`src/rtl/clk_align_fsm_pkg.sv`:
```
// rtl/clk_align_fsm_pkg.sv - shared state encoding and bitslip counter width for ADC frame alignment
package clk_align_fsm_pkg;

   localparam int BITSLIP_COUNT_W = 4;

   localparam logic [2:0] ST_IDLE    = 3'd0;
   localparam logic [2:0] ST_SETTLE  = 3'd1;
   localparam logic [2:0] ST_CHECK   = 3'd2;
   localparam logic [2:0] ST_SLIP    = 3'd3;
   localparam logic [2:0] ST_ALIGNED = 3'd4;

   typedef enum logic [2:0] {
      IDLE    = ST_IDLE,
      SETTLE  = ST_SETTLE,
      CHECK   = ST_CHECK,
      SLIP    = ST_SLIP,
      ALIGNED = ST_ALIGNED
   } align_state_t;

   // The ISERDES only has deser_width distinct slip positions, so the count wraps there.
   function automatic logic [BITSLIP_COUNT_W-1:0] next_slip_count(
      input logic [BITSLIP_COUNT_W-1:0] count,
      input int                         deser_width
   );
      if (count == BITSLIP_COUNT_W'(deser_width - 1))
         return '0;
      return count + BITSLIP_COUNT_W'(1);
   endfunction

endpackage

```
`src/rtl/clk_align_fsm_counter.sv`:
```
// rtl/clk_align_fsm_counter.sv - saturating frame match/miss counter with synchronous clear
module frame_match_counter #(
   parameter  int LIMIT = 64,
   localparam int W     = $clog2(LIMIT + 1)
) (
   input  logic         adc_clock,
   input  logic         rst,
   input  logic         clear,
   input  logic         inc,
   output logic [W-1:0] count
);

   always_ff @(posedge adc_clock or posedge rst) begin
      if (rst)
         count <= '0;
      else if (clear)
         count <= '0;
      else if (inc && count != W'(LIMIT))
         count <= count + W'(1);
   end

endmodule

```
`src/rtl/clk_align_fsm.sv`:
```
// rtl/clk_align_fsm.sv - bitslips the ADC ISERDES until the frame lane shows FRAME_PATTERN
module clk_align_fsm
   import clk_align_fsm_pkg::*;
#(
   parameter int         DESER_WIDTH   = 8,
   parameter logic [7:0] FRAME_PATTERN = 8'hF0,
   parameter int         SETTLE_CYCLES = 16,
   parameter int         CHECK_CYCLES  = 64,
   parameter int         MISS_LIMIT    = 4
) (
   input  logic                       adc_clock,
   input  logic                       rst,
   input  logic                       enable,
   input  logic                       mmcm_locked,
   input  logic [DESER_WIDTH-1:0]     frame_data,
   output logic                       serdes_rst,
   output logic                       bitslip,
   output logic [BITSLIP_COUNT_W-1:0] bitslip_count,
   output logic                       frame_valid,
   output logic                       align_wrap
);

   localparam int SETTLE_W = (SETTLE_CYCLES > 1) ? $clog2(SETTLE_CYCLES) : 1;
   localparam int MATCH_W  = $clog2(CHECK_CYCLES + 1);
   localparam int MISS_W   = $clog2(MISS_LIMIT + 1);

   align_state_t        state;
   logic [SETTLE_W-1:0] settle_cnt;
   logic [MATCH_W-1:0]  match_cnt;
   logic [MISS_W-1:0]   miss_cnt;
   logic                word_match;
   logic                run_ok;

   assign word_match = (frame_data == FRAME_PATTERN[DESER_WIDTH-1:0]);
   assign run_ok     = enable && mmcm_locked;

   // Leaving CHECK or ALIGNED always clears the corresponding run so re-entry starts from zero.
   frame_match_counter #(.LIMIT(CHECK_CYCLES)) u_match_cnt (
      .adc_clock (adc_clock),
      .rst       (rst),
      .clear     (state != CHECK),
      .inc       (state == CHECK && word_match),
      .count     (match_cnt)
   );

   frame_match_counter #(.LIMIT(MISS_LIMIT)) u_miss_cnt (
      .adc_clock (adc_clock),
      .rst       (rst),
      .clear     (state != ALIGNED || word_match),
      .inc       (state == ALIGNED && !word_match),
      .count     (miss_cnt)
   );

   always_ff @(posedge adc_clock or posedge rst) begin
      if (rst) begin
         state         <= IDLE;
         serdes_rst    <= 1'b1;
         bitslip       <= 1'b0;
         bitslip_count <= '0;
         frame_valid   <= 1'b0;
         align_wrap    <= 1'b0;
         settle_cnt    <= '0;
      end else if (!run_ok || state == IDLE) begin
         // Losing enable or lock outranks everything, including a slip about to be issued.
         state         <= run_ok ? SETTLE : IDLE;
         serdes_rst    <= !run_ok;
         bitslip       <= 1'b0;
         bitslip_count <= '0;
         frame_valid   <= 1'b0;
         align_wrap    <= 1'b0;
         settle_cnt    <= '0;
      end else begin
         bitslip <= 1'b0;
         case (state)
            SETTLE: begin
               if (settle_cnt == SETTLE_W'(SETTLE_CYCLES - 1)) begin
                  state      <= CHECK;
                  settle_cnt <= '0;
               end else begin
                  settle_cnt <= settle_cnt + SETTLE_W'(1);
               end
            end
            CHECK: begin
               if (match_cnt == MATCH_W'(CHECK_CYCLES)) begin
                  state       <= ALIGNED;
                  frame_valid <= 1'b1;
               end else if (!word_match) begin
                  state         <= SLIP;
                  bitslip       <= 1'b1;
                  bitslip_count <= next_slip_count(bitslip_count, DESER_WIDTH);
                  if (bitslip_count == BITSLIP_COUNT_W'(DESER_WIDTH - 1))
                     align_wrap <= 1'b1;
               end
            end
            SLIP: begin
               state      <= SETTLE;
               settle_cnt <= '0;
            end
            ALIGNED: begin
               if (!word_match && miss_cnt == MISS_W'(MISS_LIMIT - 1)) begin
                  state       <= CHECK;
                  frame_valid <= 1'b0;
               end
            end
            default: state <= IDLE;
         endcase
      end
   end

endmodule

```
`config.mk`:
```
export PLATFORM = sky130hd
export DESIGN_NAME = clk_align_fsm
export DESIGN_NICKNAME = d
export VERILOG_FILES = /design/src/rtl/clk_align_fsm_pkg.sv /design/src/rtl/clk_align_fsm_counter.sv /design/src/rtl/clk_align_fsm.sv
export SDC_FILE = /design/constraint.sdc
export NUM_CORES = 1
export LEC_CHECK = 0
export CORE_MARGIN = 2
export CORE_UTILIZATION = 54
export CTS_CLUSTER_SIZE = 10
export DETAILED_ROUTE_END_ITERATION = 12
export HOLD_SLACK_MARGIN = 0.06
export PLACE_DENSITY = 0.89
export SYNTH_ARGS = -nofsm -noshare
export SYNTH_HDL_FRONTEND = slang
export SYNTH_SLANG_ARGS = --single-unit
```
`constraint.sdc`:
```
create_clock -name adc_clock -period 2.4 [get_ports adc_clock]
set_clock_uncertainty 0.1 [all_clocks]
set_input_delay 0.24 -clock adc_clock [delete_from_list [all_inputs] [get_ports adc_clock]]
set_output_delay 0.24 -clock adc_clock [all_outputs]
set_load 0.02 [all_outputs]
```
After elaboration in Yosys (flattened, before gate mapping)
Cells that the tools add are included.
{"block": "totals", "reg_bits": 25, "in_bits": 12, "elab_cells": 91}
{"block": "classes", "add_sub_neg": 4, "n_eq_ne": 19, "muxes": 38, "n_reduce_logical": 21}
{"cell": "4-bit two-way mux", "count": 8}
{"cell": "3-bit two-way mux", "count": 7}
{"cell": "1-bit two-way mux", "count": 18}
{"cell": "7-bit two-way mux", "count": 2}
{"cell": "3-bit case mux with 4 select lines", "count": 1}
{"cell": "3-bit by 2-bit == test with 1-bit output, second input constant", "count": 3}
{"cell": "3-bit inequality test, second input constant", "count": 3}
{"cell": "3-bit AND reduction", "count": 3}
{"cell": "4-bit by 1-bit adder with 4-bit output, second input constant", "count": 2}
{"cell": "8-bit == test, second input constant", "count": 1}
{"cell": "4-bit case mux with 2 select lines", "count": 1}
{"cell": "2-bit nonzero test", "count": 4}
{"cell": "7-bit by 1-bit adder with 7-bit output, second input constant", "count": 1}
{"cell": "7-bit == test, second input constant", "count": 1}
{"cell": "7-bit inequality test, second input constant", "count": 1}
{"cell": "1-bit logical AND", "count": 6}
{"cell": "3-bit by 1-bit inequality test with 1-bit output, second input constant", "count": 2}
{"cell": "3-bit nonzero test", "count": 2}
{"cell": "4-bit by 3-bit == test with 1-bit output, second input constant", "count": 1}
{"cell": "4-bit == test, second input constant", "count": 1}
{"cell": "4-bit by 2-bit inequality test with 1-bit output, second input constant", "count": 1}
{"cell": "4-bit AND reduction", "count": 1}
{"cell": "3-bit by 1-bit adder with 3-bit output, second input constant", "count": 1}
{"cell": "3-bit by 1-bit == test with 1-bit output, second input constant", "count": 1}
{"cell": "other kinds (8)", "count": 10}

Depth between registers and ports, before layout
Gate-level depths: netlist of the first run.
{"block": "logic_depth", "word_depth": 11, "mapped_depth": 7}

Modules after synthesis
Synthesis of the first run repeated with hierarchy kept, for this count alone.
{"block": "unflattened", "cells_unflattened": 165, "area_unflattened_um2": 1581.5}
{"mod": "clk_align_fsm", "n_inst": 1, "cells_each": 100, "area_each_um2": 937.1, "seq_area_each_um2": 376.6}
{"mod": "frame_match_counter at u_match_cnt", "n_inst": 1, "cells_each": 47, "area_each_um2": 441.7, "seq_area_each_um2": 175.2}
{"mod": "frame_match_counter at u_miss_cnt", "n_inst": 1, "cells_each": 18, "area_each_um2": 202.7, "seq_area_each_um2": 75.1}

Worst setup path before layout of the first run
No wires, ideal clock.
{"block": "synth_path", "path_kind": "register -> register", "start": "register u_match_cnt.count[2]", "end": "register u_match_cnt.count[2]", "setup_time_ns": 0.123, "arrival_time_ns": 1.468, "t_required_ns": 2.177, "setup_slack_ns": 0.708, "stages_incl_launch_ff": 6, "path_buffers": 1, "period_less_slack_ns": 1.692, "path_cell_list": "dfrtp_1 or4b_1 o2111ai_2 buf_6 or3_1 a21oi_1"}
{"block": "synth_between", "elab_chain_cells": 3, "word_cells_on_any_way": 6, "cone_classes": "add/sub: 1; eq/ne: 1; mux: 2; reduce/logical: 2"}
{"item": "start, declared", "line_no": "clk_align_fsm_counter.sv:10", "source": "output logic [W-1:0] count"}
{"item": "start signal, assigned", "line_no": "clk_align_fsm_counter.sv:19", "source": "count <= count + W'(1);"}
{"item": "7-bit by 1-bit adder with 7-bit output / 7-bit inequality test (equally long branches)", "line_no": "clk_align_fsm_counter.sv:19, clk_align_fsm_counter.sv:18"}
{"item": "7-bit two-way mux / 1-bit logical AND (equally long branches)", "line_no": "clk_align_fsm_counter.sv:18", "source": "else if (inc && count != W'(LIMIT))"}
{"item": "7-bit two-way mux / 2-bit nonzero test (equally long branches)"}
Several ways; a longest one is shown, not always the timed one. The select of a mux whose other input is x is not followed.
A chain may end at the register's enable or synchronous reset.

Final worst setup path of the first run
{"block": "layout_path", "start": "register state[1]", "end": "register u_match_cnt.count[2]"}
{"block": "layout_between", "elab_chain_cells": 4, "word_cells_on_any_way": 6, "cone_classes": "eq/ne: 2; mux: 1; reduce/logical: 3"}
{"item": "start, declared", "line_no": "clk_align_fsm.sv:27", "source": "align_state_t state;"}
{"item": "start signal, assigned", "line_no": "clk_align_fsm.sv:65", "source": "state <= run_ok ? SETTLE : IDLE;"}
{"item": "3-bit by 2-bit == test with 1-bit output", "line_no": "clk_align_fsm.sv:42", "source": ".inc (state == CHECK && word_match),"}
{"item": "1-bit logical AND", "line_no": "clk_align_fsm.sv:42"}
{"item": "1-bit logical AND", "line_no": "clk_align_fsm_counter.sv:18"}
{"item": "2-bit nonzero test (no line)"}
Several ways; a longest one is shown, not always the timed one.

==> flow_summary.yaml, run 1 <==
yosys:
  synth_nets: 174
  synth_cells: 155
  synth_cell_type_count: 48
  synthAdderAreaFrac: 0.0602
  ys_warn_count: 0
  yosysTopAreaCellShare: 0.413
  synth-simple-area-share: 0.255
  ys_ff_latch: 25
  muxShareOfSynthArea: 0.0353
  synth-seq-area-share: 0.431
  yosys.area_share.xor_xnor: 0.00602
  syn-mean-instance-area_sq_um: 9.39
  netlist.top_cell.by_area: "dfrtp_1"
  syn-cell-area_sq_um: 1460
  synth_top_family_by_area: "simple AND/OR/NAND/NOR gates"
  synth_ff_type: "dfrtp_1"
  synth-compound-area-share: 0.161
  synth-edff-count: 0
  synthTopCellsByArea: "dfrtp_1 41%, ha_1 6.0%, a21oi_1 4.1%"
  synthArstFlopShare: 1.00
setup_path:
  timing.rr.end: "u_match_cnt.count[2]"
  crit_fanout: 12
  path_cells: "nor3b_2 > o2111ai_2 > buf_4 > or3_1 > a21oi_1"
  rr_worst_depth: 5
  cp_slowest_cell: "dfrtp_1"
  cpPeakStageDelay_ps: 570
  critPathKind: "reg -> reg"
  crit_path_start_kind: "flip-flop"
  r2r_setup_slack_ps: 440
  arrival_ps: 2120
  worstPathRequired_ps: 2560
  r2r_start: "state[1]"
  endpoint_kind: "flip-flop"
die:
  fp-row-count: 18
  dieArea_sq_um: 3130
  die_x_um: 55.9
  io_pins: 20
  core-area_sq_um: 2520
  die_y_um: 55.9
  initial_core_util: 0.577
layout:
  seqCellArea_sq_um: 627
  antenna_cells: 0
  final_cell_mix: "24 x dfrtp_1, 19 x clkdlybuf4s50_1, 16 x nand2_1"
  final_net_count: 194
  area.growth.synth_to_final_pct: 15.7
  multi_input_comb_area_sq_um: 753
  drive_above_1_share: 0.115
  fin_util: 0.668
  nFillCells: 208
  layout_commonest_cell: "dfrtp_1"
clocking:
  clock_path_buffers: 2
  htreeDepth: 1
  cts_tree: "done"
  cts_inserted_buffers: 3
  cts.sinks: 25
  clkLatencyLatePin_ps: 320
  cts_setup_buffers: 0
  path_clk_slew_ps: 140
  clockRootBuffer: "clkbuf_4"
  cts_resized: 0
  cts.hold.buffers_added: 0
timing:
  period_needed_ps: 1960
  period_share: 0.818
  setup_viol: 0
  hold_viol: 0
  grt_setup_unrepaired: "false"
  fmax_mhz: 509
  relSlewSlack: 0.694
  worst_slew_pin_slew_ps: 453
  fin_setup_tns_ps: 0
  final-max-slew-violation-count: 0
  fin_hold_ws_ps: 157
routing:
  num_vias: 1234
  drc_errors: 0
  via_per_inst: 6.05
  dr.pass1.iters: 4
  first_iter_violations: 31
  wl_per_cell_um: 14.9
  drtAntennaViolNets: 0
  totalWireLength_mm: 3.04
place:
  gp_congestion: 0.809
  io_buffers: 19
  hpwl_mm: 2.23
power_and_ir_drop:
  ir_drop_uv: 389
  cellLeakagePower_nw: 0.687
  power_density_nw_per_um2: 397
run_status:
  outcome: "completed"
hold_path:
  worstHoldPathType: "in -> async"
global_route:
  grt_pass1_vias: 1235
  track_usage: 0.210
  grt_start_max_net_pins: 26
  antenna_found_initial: 0
  grt_pass1_wl_mm: 5.22
  overflow: 0
job:
  maxCapViolations: 0
-- routing by layer --
metal  share of wire  track usage  up-vias
met2            0.53        0.366       29
li1                -            -      593
met3           0.049       0.0558        4
met5               0            0        -
met4          0.0059       0.0748        0
met1            0.41        0.249      608
-- registers in the layout, summed over array words and instances (netlist names) --
signal,flops
bitslip_count,4
bitslip,1
settle_cnt,4
state,3
u_match_cnt.count,7
serdes_rst,1
u_miss_cnt.count,3
frame_valid,1
align_wrap,1
-- report_power, final --
part | internal (mW) | switching [mW] | leakage (nW) | total [mW]
clock | 0.0626 | 0.129 | 0.0177 | 0.192
sequential | 0.424 | 0.00371 | 0.345 | 0.428
combinational | 0.0254 | 0.0240 | 0.324 | 0.0494
-- synth_stat cells (3+ instances only) --
cell	n
a21oi_1	12
buf_2	3
dfrtp_1	24
ha_1	7
inv_1	9
mux2i_1	4
nand2_1	16
nand2b_1	3
nand3_1	8
nor2_1	10
nor2b_1	3
o21ai_0	5
o21ai_1	4
or3_1	5
or3_2	3
-- critical path: cells and delay by family, from the launching register on --
family | cells | cell delay [ps]
buffers and inverters | 1 | 220
AOI/OAI and AO/OA | 2 | 360
DFF | 1 | 570
and+or+nand+nor | 2 | 650
-- worst max path at each step --
stage,slack [ps],to,cells after the start,startpoint
floorplan,710,u_match_cnt.count[2],5,u_match_cnt.count[2]
global route,340,u_match_cnt.count[2],5,state[1]
detailed placement,320,u_match_cnt.count[6],6,frame_data[1]
CTS,450,u_match_cnt.count[2],5,state[1]
finish,440,u_match_cnt.count[2],5,state[1]
global placement,360,u_match_cnt.count[2],6,frame_data[1]
-- logic make-up (layout without fill, tap and decap cells) --
family / count (synthesis) / after routing
and+or+nand+nor: 66 / 66
AOI/OAI and AO/OA: 36 / 36
DFF: 25 / 25
buffers and inverters: 15 / 34
adders and majority gates: 7 / 7
muxes: 5 / 5
xor gates and xnor gates: 1 / 1
-- area by class of cell --
type | instances | share of cell area
repair buffers | 21 | 0.122
clock inverters | 1 | 0.00297
clock buffers | 3 | 0.0134
well taps | 30 | 0.0223
flip-flops and latches | 25 | 0.372
multi-input cells | 115 | 0.447
inverters | 9 | 0.0201
-- stage by stage --
stage	total power, mW	setup WS, ps	instances	cell area [sq um]
6_report	0.669	437	204	1680
5_1_grt	0.689	336	204	1680
4_1_cts	0.669	448	204	1680
3_5_place_dp	0.485	320	200	1660
3_3_place_gp	0.484	362	200	1660
2_1_floorplan	0.460	708	155	1460
(Power assumes the default switching activity.)
==> inputs of run 2 (changes only) <==
--- a/config.mk
+++ b/config.mk
@@ -6,11 +6,11 @@
 export NUM_CORES = 1
 export LEC_CHECK = 0
 export CORE_MARGIN = 2
-export CORE_UTILIZATION = 54
+export CORE_UTILIZATION = 48
 export CTS_CLUSTER_SIZE = 10
 export DETAILED_ROUTE_END_ITERATION = 12
 export HOLD_SLACK_MARGIN = 0.06
-export PLACE_DENSITY = 0.89
+export PLACE_DENSITY = 0.84
 export SYNTH_ARGS = -nofsm -noshare
 export SYNTH_HDL_FRONTEND = slang
 export SYNTH_SLANG_ARGS = --single-unit
==> constraint.sdc (replaced) <==
create_clock -name adc_clock -period 1.6 [get_ports adc_clock]
set_clock_uncertainty 0.1 [all_clocks]
set_input_delay 0.16 -clock adc_clock [delete_from_list [all_inputs] [get_ports adc_clock]]
set_output_delay 0.16 -clock adc_clock [all_outputs]
set_load 0.02 [all_outputs]
==> flow_summary.yaml, run 2 (synthesized netlist as in run 1, its figures left out) <==
setup_path:
  timing.rr.end: "u_match_cnt.count[3]"
  path_depth: 5
  worstSetupStartpoint: "u_match_cnt.count[5]"
  r2r_start: "u_match_cnt.count[5]"
  endpoint: "u_match_cnt.count[3]"
  endpoint_kind: "flip-flop"
  worstPathRequired_ps: 1760
  critPathTopFamily: "simple AND/OR/NAND/NOR gates"
  crit_fanout: 8
  arrival_ps: 1980
  rr_worst_depth: 5
  r2r_setup_slack_ps: -220
  cpPeakStageDelay_ps: 560
  critPathKind: "reg -> reg"
  crit_path_start_kind: "flip-flop"
  path_cells: "or4b_4 > o2111ai_4 > buf_6 > o21ai_2 > a21oi_2"
  cp_slowest_cell: "or4b_4"
  crit_buf_inv: 1
routing:
  drc_errors: 0
  num_vias: 1453
  via_per_inst: 5.98
  wl_per_cell_um: 18.4
  first_iter_violations: 77
  drtAntennaViolNets: 0
  dr.pass1.iters: 4
  totalWireLength_mm: 4.48
timing:
  relSlewSlack: 0.714
  fmax_mhz: 549
  setup_viol: 18
  fin_ws_ps: -223
  period_share: 1.14
  grt_setup_unrepaired: "true"
  period_needed_ps: 1820
  worst_slew_pin_slew_ps: 426
  fin_setup_tns_ps: -2340
  fin_hold_ws_ps: 93.9
  final-max-slew-violation-count: 0
  hold_viol: 0
clocking:
  path_clk_slew_ps: 140
  clkLatencyLatePin_ps: 320
  cts_tree: "done"
  htreeDepth: 1
  clock_path_buffers: 2
  cts.hold.buffers_added: 0
  cts_inserted_buffers: 3
  clockRootBuffer: "clkbuf_4"
  cts.sinks: 25
power_and_ir_drop:
  cellLeakagePower_nw: 0.967
  pwr-share-seq: 0.616
  ir_drop_uv: 342
  intPower_mw: 0.785
  power.switching_mw: 0.253
  power_density_nw_per_um2: 479
  clkPwrFrac: 0.288
  switching_share: 0.244
  pwr-share-comb: 0.096
layout:
  final_cell_mix: "32 x buf_4, 23 x dfrtp_1, 14 x nand2_1"
  largest_register_ffs: 7
  area.growth.synth_to_final_pct: 49.0
  antenna_cells: 0
  max_flop_register: "u_match_cnt.count"
  top_regs: "u_match_cnt.count (7), bitslip_count (4), settle_cnt (4)"
  layout_commonest_cell: "buf_4"
  multi_input_comb_area_sq_um: 913
  nFillCells: 192
  post_layout_nonfiller_instances: 243
  seqCellArea_sq_um: 628
  final_area_sq_um: 2170
  fin_util: 0.766
  final_net_count: 232
  drive_above_1_share: 0.396
run_status:
  outcome: "complete, but fails checks"
  failed_checks: "negative setup slack"
die:
  initial_core_util: 0.514
  die_y_um: 59.1
  io_pins: 20
  fp-row-count: 19
  die_x_um: 59.1
  dieArea_sq_um: 3490
  core-area_sq_um: 2830
place:
  gp_congestion: 0.833
  io_buffers: 19
  hpwl_mm: 2.83
  dpl_cell_area_sq_um: 1900
  dpl.cell_count: 230
global_route:
  grt_pass1_wl_mm: 6.71
  grt_start_max_net_pins: 26
  grt_pass1_vias: 1476
  antenna_found_initial: 0
  overflow: 0
  track_usage: 0.257
job:
  maxCapViolations: 0
hold_path:
  worstHoldPathType: "in -> async"
-- run 2: tightest hold or removal path, delay by kind of cell --
kind,cells,cell delay [ps]
buffers and inverters,3,790
-- run 2: cell type report --
type | instances | area share
inverter | 9 | 0.0156
tap | 31 | 0.0179
timing repair buffer | 59 | 0.244
multi-input combinational | 115 | 0.421
sequential | 25 | 0.290
clock buffer | 4 | 0.0121
-- run 2: worst min-delay path by stage --
stage	startpoint	endpoint	slack [ps]	cells after the start
global route	rst	u_match_cnt.count[4]	140	3
global placement	align_wrap	align_wrap	400	2
finish	rst	bitslip_count[2]	90	3
detailed placement	align_wrap	align_wrap	390	2
CTS	rst	settle_cnt[0]	80	3
floorplan	rst	align_wrap	90	1
-- run 2: what timing repair did --
item,in CTS,in global routing
pin swaps,13,10
setup endpoints to repair,24,20
resized for setup,29,15
buffers inserted,4,5
endpoints found under the hold margin,0,0
-- run 2: power by group through the flow --
stage	Clock [mW]	Combinational [mW]	Sequential, mW
detailed placement	0	0.0942	0.651
global placement	0	0.0898	0.651
global route	0.325	0.108	0.640
floorplan	0	0.0385	0.652
CTS	0.299	0.0944	0.639
finish	0.299	0.0997	0.639
-- run 2: routing by layer --
metal | track usage | share of wire
met1 | 0.302 | 0.38
met2 | 0.471 | 0.54
met3 | 0.0262 | 0.049
met4 | 0.110 | 0.040
met5 | 0 | 0
-- run 2: stage by stage --
step | power (mW) | worst slack (ps)
finish | 1.04 | -223
global route | 1.07 | -267
CTS | 1.03 | -161
detailed placement | 0.745 | -386
global placement | 0.741 | -308
floorplan | 0.690 | -84.7
==> inputs of run 3 (changes only) <==
--- a/config.mk
+++ b/config.mk
@@ -6,11 +6,13 @@
 export NUM_CORES = 1
 export LEC_CHECK = 0
 export CORE_MARGIN = 2
-export CORE_UTILIZATION = 48
+export CORE_UTILIZATION = 51
+export CTS_BUF_LIST = sky130_fd_sc_hd__clkbuf_8
 export CTS_CLUSTER_SIZE = 10
 export DETAILED_ROUTE_END_ITERATION = 12
-export HOLD_SLACK_MARGIN = 0.06
-export PLACE_DENSITY = 0.84
+export HOLD_SLACK_MARGIN = 0.15
+export MAX_ROUTING_LAYER = met4
+export PLACE_DENSITY = 0.88
 export SYNTH_ARGS = -nofsm -noshare
 export SYNTH_HDL_FRONTEND = slang
 export SYNTH_SLANG_ARGS = --single-unit
==> flow_summary.yaml, run 3 (synthesized netlist as in run 1, its figures left out) <==
run_status:
  outcome: "complete, but fails checks"
  failed_checks: "negative setup slack"
layout:
  area.growth.synth_to_final_pct: 55.6
  top_regs: "u_match_cnt.count (7), bitslip_count (4), settle_cnt (4)"
  fin_util: 0.828
  post_layout_nonfiller_instances: 246
  largest_register_ffs: 7
  nFillCells: 147
  drive_above_1_share: 0.423
  antenna_cells: 0
  seqCellArea_sq_um: 629
  max_flop_register: "u_match_cnt.count"
  multi_input_comb_area_sq_um: 965
  final_cell_mix: "35 x buf_4, 22 x dfrtp_1, 13 x nand2_1"
  final_net_count: 235
  layout_commonest_cell: "buf_4"
global_route:
  grt_start_max_net_pins: 26
  antenna_found_initial: 0
  met1_usage: 0.320
  gr-usage-met3: 0.0567
  track_usage: 0.301
  grt_pass1_vias: 1542
  busiest_layer: "met2"
  grt_pass1_wl_mm: 7.24
  overflow: 0
  met2_usage: 0.537
routing:
  drtAntennaViolNets: 0
  wl_per_cell_um: 21.6
  first_iter_violations: 109
  num_vias: 1578
  drc_errors: 0
  dr.pass1.iters: 5
  totalWireLength_mm: 5.30
  via_per_inst: 6.41
place:
  hpwl_mm: 2.86
  dpl.cell_count: 233
  gp_congestion: 0.826
  pre_cts_ws_ps: -369
  io_buffers: 19
timing:
  period_share: 1.13
  setup_viol: 10
  hold_viol: 0
  final-max-slew-violation-count: 0
  relSlewSlack: 0.768
  grt_setup_unrepaired: "true"
  fin_hold_ws_ps: 468
  period_needed_ps: 1810
  worst_slew_pin_slew_ps: 347
  fin_ws_ps: -210
  fmax_mhz: 552
clocking:
  cts_tree: "done"
  cts.sinks: 25
  path_clk_slew_ps: 90
  cts_inserted_buffers: 3
  clkLatencyLatePin_ps: 270
  htreeDepth: 1
  clock_path_buffers: 2
  clockRootBuffer: "clkbuf_8"
setup_path:
  path_cells: "or4b_4 > o2111ai_4 > buf_6 > nor2_4 > o22ai_2"
  critPathKind: "reg -> reg"
  crit_path_start_kind: "flip-flop"
  cp_slowest_cell: "or4b_4"
  crit_fanout: 6
  worstPathRequired_ps: 1690
  arrival_ps: 1900
  endpoint_kind: "flip-flop"
  cpPeakStageDelay_ps: 570
die:
  dieArea_sq_um: 3300
  die_y_um: 57.4
  io_pins: 20
  fp-row-count: 19
  core-area_sq_um: 2730
  initial_core_util: 0.532
  die_x_um: 57.4
job:
  maxCapViolations: 0
power_and_ir_drop:
  power_density_nw_per_um2: 504
  pwr-share-comb: 0.100
  ir_drop_uv: 618
  switching_share: 0.240
  clkPwrFrac: 0.339
  pwr-share-seq: 0.561
  cellLeakagePower_nw: 1.01
  power.switching_mw: 0.274
  intPower_mw: 0.868
  p_total_mw: 1.14
hold_path:
  worstHoldPathType: "reg -> reg"
## run 3: changes by cell type in the layout (fill, tap and decap cells not counted), sizes merged
| cell | delta |
|---|---|
| buf | +2 |
| clkbuf | -1 |
| clkinv | +1 |
| dlygate4sd2 | -3 |
| dlygate4sd3 | +1 |
| dlymetal6s2s | +3 |
## run 3: final timing paths
path / endpoint / slack [ps] / depth (start not counted) / start
min in group asynchronous: bitslip_count[0] / 720 / 4 / rst
worst min-delay path: serdes_rst / 470 / 2 / serdes_rst
worst min register to register: serdes_rst / 470 / 2 / serdes_rst
worst max-delay path: state[0] / -210 / 5 / u_match_cnt.count[3]
worst max register to register: state[0] / -210 / 5 / u_match_cnt.count[3]
max in group asynchronous: serdes_rst / 370 / 4 / rst
## run 3: cell type report
type,count,share of cell area
Sequential cell,25,0.278
Multi-Input combinational cell,115,0.426
Inverter,9,0.0149
Timing Repair Buffer,62,0.244
Tap cell,31,0.0171
Clock inverter,1,0.00221
Clock buffer,3,0.0182
## run 3: timing repair
| item | 4_1_cts | 5_1_grt |
|---|---|---|
| endpoints found under the hold margin | 14 | 0 |
| hold buffers | 1 | 0 |
| resized for setup | 17 | 38 |
| buffers inserted | 1 | 9 |
| endpoints found under the setup margin | 20 | 21 |
| pin swaps | 6 | 16 |
## run 3: power by group through the flow
stage          registers, mW  clock network [mW]  logic [mW]
3_3_place_gp           0.652                   0      0.0914
4_1_cts                0.640               0.390      0.0991
6_report               0.641               0.387       0.115
5_1_grt                0.641               0.423       0.121
3_5_place_dp           0.652                   0      0.0953
2_1_floorplan          0.652                   0      0.0385
## run 3: metrics by stage
step / setup TNS [ps] / instance area (sq um)
6_report: -1550 / 2260
5_1_grt: -2290 / 2260
4_1_cts: -1210 / 2050
3_5_place_dp: -4480 / 1920
3_3_place_gp: -3480 / 1920
2_1_floorplan: -589 / 1480
## run 3: metal layers
metal,routed length (um),part of all wire,up-vias
li1,-,-,678
met1,1920,0.36,792
met2,2890,0.54,77
met3,198,0.037,31
met4,301,0.057,0
met5,0,0,-
## run 3: critical path, delay by kind of cell, from the launching register on
family | cells | cell delay (ps)
AOI/OAI and AO/OA | 2 | 440
buffers and inverters | 1 | 180
DFF | 1 | 400
and+or+nand+nor | 2 | 610
